## src/rtl/com_ram_stream_reader.sv

```systemverilog
// com_ram_stream_reader: streams len words from a 1-cycle-latency RAM port as valid/ready beats.
// A 2-entry output FIFO absorbs the read latency so no beat is lost under backpressure.
`default_nettype none

module com_ram_stream_reader #(
  parameter int WIDTH    = 72,
  parameter int ADDR_BIT = 9
) (
  input  logic                clk,
  input  logic                rst,
  input  logic                start,
  input  logic [ADDR_BIT-1:0] base_addr,
  input  logic [ADDR_BIT:0]   len,
  output logic                busy,
  output logic                done,
  output logic [ADDR_BIT-1:0] ram_addr,
  input  logic [WIDTH-1:0]    ram_dout,
  output logic                m_valid,
  input  logic                m_ready,
  output logic [WIDTH-1:0]    m_data
);

  localparam logic [1:0] S_IDLE  = 2'd0;
  localparam logic [1:0] S_RUN   = 2'd1;
  localparam logic [1:0] S_DRAIN = 2'd2;
  localparam logic [1:0] S_FIN   = 2'd3;

  localparam logic [ADDR_BIT-1:0] ADDR_ONE = 1;
  localparam logic [ADDR_BIT:0]   REM_ONE  = 1;

  logic [1:0]       state;
  logic [ADDR_BIT:0] remaining;
  logic             inflight;
  logic [1:0]       cnt;
  logic             rd_ptr;
  logic             wr_ptr;
  logic [WIDTH-1:0] mem [0:1];

  logic       pop;
  logic       push;
  logic       issue;
  logic [2:0] occ;
  logic [2:0] lim;

  assign m_valid = (cnt != 2'd0);
  assign m_data  = mem[rd_ptr];
  assign pop     = m_valid & m_ready;
  assign push    = inflight;

  // Slots already claimed (buffered + in flight) minus the beat leaving this cycle must be < 2.
  always_comb begin
    occ   = {1'b0, cnt} + {2'b00, inflight};
    lim   = 3'd2 + {2'b00, pop};
    issue = (state == S_RUN) && (remaining != '0) && (occ < lim);
  end

  always_ff @(posedge clk or posedge rst) begin
    if (rst) begin
      state     <= S_IDLE;
      busy      <= 1'b0;
      done      <= 1'b0;
      ram_addr  <= '0;
      remaining <= '0;
    end else begin
      case (state)
        S_IDLE: begin
          done <= 1'b0;
          if (busy) begin
            busy <= 1'b0;
          end else if (start) begin
            ram_addr  <= base_addr;
            remaining <= len;
            busy      <= 1'b1;
            state     <= (len == '0) ? S_FIN : S_RUN;
          end
        end
        S_RUN: begin
          if (issue) begin
            ram_addr  <= ram_addr + ADDR_ONE;
            remaining <= remaining - REM_ONE;
            if (remaining == REM_ONE) state <= S_DRAIN;
          end
        end
        S_DRAIN: begin
          if (!inflight && (cnt == 2'd0)) state <= S_FIN;
        end
        default: begin
          // busy stays high through the done cycle; IDLE drops it one edge later.
          done  <= 1'b1;
          state <= S_IDLE;
        end
      endcase
    end
  end

  always_ff @(posedge clk or posedge rst) begin
    if (rst) begin
      inflight <= 1'b0;
      cnt      <= 2'd0;
      rd_ptr   <= 1'b0;
      wr_ptr   <= 1'b0;
      mem[0]   <= '0;
      mem[1]   <= '0;
    end else begin
      inflight <= issue;
      if (push) begin
        mem[wr_ptr] <= ram_dout;
        wr_ptr      <= ~wr_ptr;
      end
      if (pop) rd_ptr <= ~rd_ptr;
      case ({push, pop})
        2'b10:   cnt <= cnt + 2'd1;
        2'b01:   cnt <= cnt - 2'd1;
        default: cnt <= cnt;
      endcase
    end
  end

endmodule

`default_nettype wire
```

## config.mk

```make
export PLATFORM = sky130hd
export DESIGN_NAME = com_ram_stream_reader
export DESIGN_NICKNAME = d
export VERILOG_FILES = /design/src/rtl/com_ram_stream_reader.sv
export SDC_FILE = /design/constraint.sdc
export NUM_CORES = 1
export LEC_CHECK = 0
export ABC_AREA = 0
export CORE_MARGIN = 5
export CORE_UTILIZATION = 50
export CTS_CLUSTER_SIZE = 25
export DETAILED_ROUTE_END_ITERATION = 7
export PLACE_DENSITY = 0.82
export SKIP_LAST_GASP = 1
export SYNTH_ARGS = -nofsm -noshare
export SYNTH_HDL_FRONTEND = slang
export SYNTH_SLANG_ARGS = --single-unit
```

## constraint.sdc

```tcl
create_clock -name clk -period 19.1 [get_ports clk]
set_clock_uncertainty 0.2 [all_clocks]
set_input_delay 4.775 -clock clk [delete_from_list [all_inputs] [get_ports clk]]
set_output_delay 4.775 -clock clk [all_outputs]
set_load 0.05 [all_outputs]
```

==> qor.txt, run 1 <==
status -> finished clean
min Tclk post-route -> 7.82 ns
RSZ-0062 raised after global routing -> no
input/output buffers -> 178
Critical Path Sink Type -> output pin
Post-Synthesis Cells -> 583
Hold-fix buffers, CTS -> 0
EDFF count, synth -> 0
final wirelength -> 18.4 mm
worst-skew pair later-pin latency -> 0.42 ns
Final ANT Viol Nets -> 0
Final Setup Violations -> 0
register area -> 0.00431 mm2
Synth-to-Final Area Change -> 33.5%
register bit total from synthesis -> 172
Hold Crit Endpoint -> mem[85]
YS warnings -> 0
Die ar. -> 0.0184 mm2
top cells by area, synth -> dfrtp_1, mux2_2, ha_1
Finished Cell Area -> 0.0105 mm2
Max Freq -> 128 MHz
Synth top area share -> 0.545
post-CTS resize count -> 0
TNS Setup -> 0 ns
Avg Cell Area, Syn -> 13.5 um2
Antenna Cells -> 0
via count -> 5,353
GR Util All Layers -> 0.207
GP Congestion -> 0.877
Post-DP HPWL -> 12.6 mm
placed cell area -> 0.00988 mm2
Hold WC Path Type -> reg -> reg
FF-to-FF Start -> state[1]
multi-input logic area -> 0.00344 mm2
sequential area share after synthesis -> 0.545
final net count -> 860
WP data required -> 14.12 ns
share of layout cells above drive strength 1 -> 0.338
R2R cell count -> 8
Worst Path Arrival -> 2.84 ns
largest net degree at the start of global routing -> 95
Die Height -> 136 um
CTS Sinks -> 172
syn_nets -> 689
most used flip-flop cell after synthesis -> dfrtp_1
site row count -> 46
critical hold path startpoint -> mem[85]
worst setup path class -> reg -> out
period utilization -> 0.409
R2R Path End -> remaining[7]
initial antenna violation count -> 0
Crit-path slowest cell -> clkdlybuf4s50_1
Worst Path Buf+Inv -> 2
CTS tree -> built
worst-path cell chain -> buf_4 > mux2_2 > clkdlybuf4s50_1
initial core utilization -> 0.503
CTS buffer count -> 17
Critical Path Fanout Max -> 64
Yosys cell types -> 50
CTS clk-pin slew, worst paths -> 0.06 ns
Mapped Area -> 0.00790 mm2
top cells by count, synth -> mux2_2, dfrtp_1, clkbuf_1, nand2_1, inv_1
drt first pass iters -> 5
Core Box Area -> 0.0157 mm2
area leader, netlist -> dfrtp_1
Slew Limit Fails -> 0
Worst Hold Path Cells -> 1
Die Width -> 136 um
delay-heaviest family, CP -> buffers and inverters
Fillers -> 1,153
Root Driver -> clkbuf_16
Vias/cell -> 5.45
DRT iter0 DRCs -> 313
FFs w/ async S/R, synth -> 1.00
Avg WL per Cell -> 18.7 um
total grt overflow -> 0
# IOs -> 179
Worst path max stage delay -> 0.71 ns
number of global-route vias before repair -> 5,899
slew margin rel. -> 0.292
Critical Path Source Type -> flip-flop
Post-CTS Setup Bufs -> 0
most common cell in the synthesized netlist -> mux2_2
Max Cap Violations -> 0
H-tree depth -> 4
Final Hold Viols -> 0
# DRC -> 0
Worst Tran Pin Value -> 1.06 ns
setup slack, reg-to-reg -> 15.78 ns
Max Root-Sink Buffers -> 2
Stages on worst setup path -> 3
first-pass GRT wire length -> 30.3 mm
## cell families after synthesis
kind of cell | Yosys count | share of synthesized area
DFF | 172 | 0.545
adders and majority gates | 11 | 0.0174
buffers and inverters | 44 | 0.0217
muxes | 220 | 0.313
xor gates and xnor gates | 5 | 0.00555
and+or+nand+nor | 74 | 0.0466
AOI/OAI and AO/OA | 57 | 0.0504
## layer usage
layer | share of wire | vias to the layer above | global-route usage | routed length [um]
met5 | 0 | - | 0 | 0
met3 | 0.059 | 16 | 0.0494 | 1090
li1 | - | 2464 | - | -
met2 | 0.51 | 176 | 0.351 | 9340
met4 | 0.010 | 0 | 0.0521 | 190
met1 | 0.42 | 2697 | 0.271 | 7770
## worst reg2reg max path: stages (launching register included)
cell	delay (ns)
dfrtp_1	0.41
inv_1	0.09
ha_1	0.14
buf_4	0.28
or3b_4	0.45
o211ai_2	0.20
nand3_1	0.58
or4_1	0.71
o211a_1	0.15
## state kept, by name, indices dropped and copies added (netlist names)
register and flops:
mem 144, remaining 10, ram_addr 9, cnt 2
state 2, busy 1, done 1, inflight 1
rd_ptr 1, wr_ptr 1
## worst max path at each step
stage	startpoint	to
floorplan	rst	busy
global placement	m_ready	remaining[7]
detailed placement	m_ready	remaining[7]
CTS	rd_ptr	m_data[17]
global route	rd_ptr	m_data[38]
finish	rd_ptr	m_data[17]
## cell type report
class	instances	area share
Sequential cell	172	0.408
Multi-Input combinational cell	367	0.326
Timing Repair Buffer	181	0.171
Clock buffer	19	0.0430
Tap cell	216	0.0256
Clock inverter	13	0.0202
Inverter	15	0.00582
## per-stage QoR
step	hold WS [ns]	std cells	utilization	setup WS, ns
finish	0.302	983	0.671	11.28
global route	0.316	983	0.671	11.17
CTS	0.303	983	0.671	11.26
detailed placement	0.278	951	0.629	11.65
global placement	0.273	951	0.629	11.73
floorplan	0.252	583	-	9.46
## cell usage in the layout (no fill, tap or decap), types with 2 or more instances in the layout
| cell type | synthesis | routed |
|---|---|---|
| mux2_2 | 217 | 217 |
| clkdlybuf4s50_1 | 0 | 178 |
| dfrtp_1 | 172 | 171 |
| nand2_1 | 23 | 22 |
| clkbuf_16 | 0 | 17 |
| inv_1 | 15 | 14 |
| nor2_1 | 14 | 14 |
| o21ai_0 | 13 | 13 |
| nand3_1 | 11 | 11 |
| ha_1 | 11 | 11 |
| a21oi_1 | 7 | 7 |
| nor3_1 | 5 | 5 |
| bufinv_16 | 0 | 5 |
| a31oi_1 | 4 | 4 |
| o22ai_1 | 4 | 4 |
| a221oi_1 | 4 | 4 |
| nand2b_1 | 4 | 3 |
| nor4_1 | 3 | 3 |
| mux2i_1 | 3 | 3 |
| xnor2_1 | 3 | 3 |
| clkinvlp_4 | 0 | 3 |
| clkinv_4 | 0 | 3 |
| buf_4 | 1 | 3 |
| nand4_1 | 2 | 2 |
| o22a_1 | 2 | 2 |
| and3_1 | 2 | 2 |
| inv_6 | 0 | 2 |
| xor2_1 | 2 | 2 |
| a22o_1 | 2 | 2 |
| o41ai_1 | 2 | 2 |
| nor4b_1 | 2 | 2 |
| a22oi_1 | 2 | 2 |
| o311ai_0 | 2 | 2 |
| a211oi_1 | 2 | 2 |
| or4_1 | 2 | 2 |
| clkbuf_8 | 0 | 2 |
Power of run 1 is left out: the tool's default activity adds up to more than one toggle a clock period on the data nets, which glitch-free logic cannot reach.
==> inputs of run 2 (changes only) <==
==> constraint.sdc (replaced) <==
create_clock -name clk -period 7.32 [get_ports clk]
set_clock_uncertainty 0.2 [all_clocks]
set_input_delay 1.83 -clock clk [delete_from_list [all_inputs] [get_ports clk]]
set_output_delay 1.83 -clock clk [all_outputs]
set_load 0.05 [all_outputs]
==> run 2 against run 1 <==
Effect of this change:
- register-to-register slack worse by 12 ns
- worst setup slack got worse by 9.0 ns
- flip-flop and latch count stayed put
- utilization decreased by 0.64 points
- non-clock buffer count shrank 1
- critical path depth is the same
- worst hold slack got worse by 0.012 ns
- via count rose by 1.2%
==> qor.txt, run 2 (synthesized netlist as in run 1, its figures left out) <==
status -> finished clean
Root Driver -> clkbuf_16
Worst Path Buf+Inv -> 2
Worst Setup SP -> rd_ptr
final wirelength -> 18.4 mm
Critical Path Fanout Max -> 52
first-pass GRT wire length -> 29.7 mm
CTS buffer count -> 17
register with the most flip-flops -> mem
RSZ-0062 raised after global routing -> no
Max Cap Violations -> 0
H-tree depth -> 4
CTS Sinks -> 172
input/output buffers -> 178
Hold Crit Endpoint -> done
WP data required -> 5.29 ns
Hold WC Path Type -> reg -> reg
CTS clk-pin slew, worst paths -> 0.06 ns
GR Util All Layers -> 0.204
# IOs -> 179
initial antenna violation count -> 0
DRT iter0 DRCs -> 240
Max Freq -> 200 MHz
R2R cell count -> 7
Final Hold Viols -> 0
share of layout cells above drive strength 1 -> 0.328
Die Height -> 136 um
drt first pass iters -> 7
worst-path cell chain -> buf_4 > mux2_2 > clkdlybuf4s50_1
Worst path max stage delay -> 0.71 ns
GP Congestion -> 0.903
total grt overflow -> 0
Synth-to-Final Area Change -> 32.2%
period utilization -> 0.684
largest net degree at the start of global routing -> 122
Worst Tran Pin Value -> 1.06 ns
post-CTS resize count -> 0
slew margin rel. -> 0.293
worst setup path class -> reg -> out
min Tclk post-route -> 5.01 ns
Critical Path Sink Type -> output pin
Avg WL per Cell -> 18.7 um
final net count -> 859
site row count -> 46
critical hold path startpoint -> done
Max Root-Sink Buffers -> 2
delay-heaviest family, CP -> buffers and inverters
Worst Path Arrival -> 2.98 ns
Die ar. -> 0.0184 mm2
Final Setup Violations -> 0
# DRC -> 0
Hold-fix buffers, CTS -> 0
setup slack, reg-to-reg -> 3.67 ns
Slew Limit Fails -> 0
number of flip-flops in the largest register -> 144
leading cell types in the layout, fill and taps excluded -> mux2_2, clkdlybuf4s50_1, dfrtp_1
worst-skew pair later-pin latency -> 0.41 ns
via count -> 5,419
Die Width -> 136 um
Post-CTS Setup Bufs -> 0
initial core utilization -> 0.503
most common cell after layout, fill and taps aside -> mux2_2
Vias/cell -> 5.52
number of global-route vias before repair -> 5,925
Post-DP HPWL -> 12.4 mm
R2R Path End -> remaining[7]
Core Box Area -> 0.0157 mm2
CTS tree -> built
Crit-path slowest cell -> clkdlybuf4s50_1
FF-to-FF Start -> state[1]
Worst Hold Path Cells -> 2
Final ANT Viol Nets -> 0
Antenna Cells -> 0
biggest regs -> mem: 144 flops, remaining: 10 flops, ram_addr: 9 flops
TNS Setup -> 0 ns
Critical Path Source Type -> flip-flop
## run 2: cell types whose count changed in the layout (fill, tap and decap cells not counted), sizes merged
cell,previous run,this run
buf,3,2
clkbuf,19,26
bufinv,5,2
clkinv,4,1
inv,16,15
clkinvlp,3,2
## run 2: cell type report
cell class	instances	area (um2)
inverters	15	61.3
clock buffers	26	489
well taps	216	270
flip-flops and latches	172	4310
clock inverters	5	83.8
multi-input cells	367	3440
fillers	1144	5270
repair buffers	180	1800
## run 2: how the worst max path moves through the flow
stage                  to  slack [ns]  depth (start not counted)
2_1_floorplan        busy        0.63                          1
3_3_place_gp   m_data[11]        2.77                          3
3_5_place_dp   m_data[11]        2.71                          3
4_1_cts        m_data[11]        2.25                          3
5_1_grt        m_data[11]        2.17                          3
6_report       m_data[11]        2.31                          3
## run 2: through the flow
stage          hold WS (ns)  setup WS, ns   util  std cells  area (um2)
2_1_floorplan         0.252         0.630      -        583        7900
3_3_place_gp          0.274          2.77  0.628        950        9870
3_5_place_dp          0.277          2.71  0.628        950        9870
4_1_cts               0.291          2.25  0.665        981       10400
5_1_grt               0.311          2.17  0.665        981       10400
6_report              0.289          2.31  0.665        981       10400
## run 2: tightest hold or removal path, delay by kind of cell (launching register included)
kind               cells  cell delay (ns)
AOI/OAI and AO/OA      1             0.06
DFF                    1             0.35
and+or+nand+nor        1             0.05
## run 2: per-layer routing
metal | wire length, um | vias to the layer above | GRT usage
met3 | 1220 | 36 | 0.0475
met1 | 7530 | 2721 | 0.253
met2 | 9380 | 212 | 0.359
met4 | 230 | 0 | 0.0543
met5 | 0 | - | 0
li1 | - | 2450 | -
Power of run 2 is left out for the same reason.
==> inputs of run 3 (changes only) <==
--- a/config.mk
+++ b/config.mk
@@ -7,10 +7,10 @@
 export LEC_CHECK = 0
 export ABC_AREA = 0
 export CORE_MARGIN = 5
-export CORE_UTILIZATION = 50
+export CORE_UTILIZATION = 46
 export CTS_CLUSTER_SIZE = 25
 export DETAILED_ROUTE_END_ITERATION = 7
-export PLACE_DENSITY = 0.82
+export PLACE_DENSITY = 0.79
 export SKIP_LAST_GASP = 1
 export SYNTH_ARGS = -nofsm -noshare
 export SYNTH_HDL_FRONTEND = slang
==> constraint.sdc (replaced) <==
create_clock -name clk -period 4.5 [get_ports clk]
set_clock_uncertainty 0.2 [all_clocks]
set_input_delay 1.125 -clock clk [delete_from_list [all_inputs] [get_ports clk]]
set_output_delay 1.125 -clock clk [all_outputs]
set_load 0.05 [all_outputs]
==> run 3 against run 2 <==
Effect of this change:
- flip-flop and latch count unchanged
- cell count increased by 1.7%
- worst setup slack got worse by 1.5 ns
- global-route usage decreased by 1.3 points
- die area increased by 8.0%
- via count increased by 1.1%
- first-iteration DRC count increased by 40%
- critical path type unchanged
==> qor.txt, run 3 (synthesized netlist as in run 1, its figures left out) <==
initial core utilization -> 0.463
CTS clk-pin slew, worst paths -> 0.06 ns
GR Util All Layers -> 0.191
post-CTS resize count -> 0
most common cell after layout, fill and taps aside -> mux2_2
Hold Crit Endpoint -> rd_ptr
RSZ-0062 raised after global routing -> no
Post-CTS Setup Bufs -> 0
Final Hold Viols -> 0
R2R cell count -> 8
drt first pass iters -> 5
CTS tree -> built
slew margin rel. -> 0.295
DRT iter0 DRCs -> 336
min Tclk post-route -> 3.71 ns
Max Freq -> 270 MHz
Die Height -> 141 um
Vias/cell -> 5.49
WP data required -> 3.17 ns
period utilization -> 0.824
leading cell types in the layout, fill and taps excluded -> mux2_2, clkdlybuf4s50_1, dfrtp_1
Die ar. -> 0.0199 mm2
worst setup path class -> reg -> out
Core Box Area -> 0.0171 mm2
FF-to-FF Start -> state[1]
Avg WL per Cell -> 18.7 um
input/output buffers -> 178
final wirelength -> 18.6 mm
Hold WC Path Type -> reg -> reg
register with the most flip-flops -> mem
Antenna Cells -> 0
worst-skew pair later-pin latency -> 0.42 ns
site row count -> 48
initial antenna violation count -> 0
Final Setup Violations -> 0
number of global-route vias before repair -> 6,029
biggest regs -> mem: 144 flops, remaining: 10 flops, ram_addr: 9 flops
share of layout cells above drive strength 1 -> 0.342
CTS Sinks -> 172
Critical Path Sink Type -> output pin
via count -> 5,481
first-pass GRT wire length -> 30.5 mm
# IOs -> 179
GP Congestion -> 0.862
R2R Path End -> remaining[7]
final net count -> 866
Worst Path Arrival -> 2.38 ns
setup slack, reg-to-reg -> 1.83 ns
status -> finished clean
# DRC -> 0
Post-DP HPWL -> 13.0 mm
Hold-fix buffers, CTS -> 0
total grt overflow -> 0
Max Root-Sink Buffers -> 2
Fillers -> 1,289
Worst Setup SP -> rd_ptr
Synth-to-Final Area Change -> 33.1%
Critical Path Source Type -> flip-flop
number of flip-flops in the largest register -> 144
Max Cap Violations -> 0
Die Width -> 141 um
H-tree depth -> 4
Worst Hold Path Cells -> 1
Final ANT Viol Nets -> 0
largest net degree at the start of global routing -> 73
Critical Path Fanout Max -> 39
Slew Limit Fails -> 0
Root Driver -> clkbuf_16
Worst Tran Pin Value -> 1.06 ns
TNS Setup -> 0 ns
CTS buffer count -> 17
critical hold path startpoint -> rd_ptr
-- run 3: changes by cell type in the layout (fill, tap and decap cells not counted) --
cell        before  now
buf_12           0    1
buf_4            2    8
bufinv_16        2    1
clkbuf_1         6    1
clkbuf_8         3    0
clkinv_2         0    1
clkinv_4         1    4
clkinvlp_4       2    5
inv_6            1    3
inv_8            0    1
-- run 3: worst max-delay path, cell delays in order (launching register included) --
cell             delay (ns)
dfrtp_2                0.38
buf_4                  0.43
mux2_2                 0.40
clkdlybuf4s50_1        0.71
-- run 3: per-layer routing --
layer | vias to the layer above | part of all wire | GRT usage | wire (um)
met3 | 34 | 0.052 | 0.0400 | 971
li1 | 2488 | - | - | -
met5 | - | 0 | 0 | 0
met4 | 0 | 0.025 | 0.0704 | 463
met1 | 2751 | 0.41 | 0.230 | 7610
met2 | 208 | 0.51 | 0.338 | 9580
-- run 3: worst max-delay path by stage --
| stage | to | cells after the start |
|---|---|---|
| 2_1_floorplan | busy | 1 |
| 3_3_place_gp | m_data[35] | 3 |
| 3_5_place_dp | m_data[6] | 3 |
| 4_1_cts | m_data[6] | 3 |
| 5_1_grt | m_data[40] | 3 |
| 6_report | m_data[6] | 3 |
-- run 3: metrics by stage --
stage	cells	utilization	setup slack (ns)	hold slack, ns	cell area, um2
after detailed placement	966	0.583	1.23	0.273	9940
after global routing	998	0.616	0.721	0.308	10500
final	998	0.616	0.792	0.283	10500
after global placement	966	0.583	1.27	0.274	9940
after CTS	998	0.616	0.775	0.285	10500
after floorplan	583	-	0.978	0.252	7900
-- run 3: cell type report --
class	count	area (um2)	share of cell area
Sequential cell	172	4310	0.410
Multi-Input combinational cell	367	3440	0.327
Timing Repair Buffer	187	1860	0.177
Clock buffer	18	429	0.0408
Tap cell	225	282	0.0268
Clock inverter	14	138	0.0131
Inverter	15	60.1	0.00571
Power of run 3 is left out for the same reason.
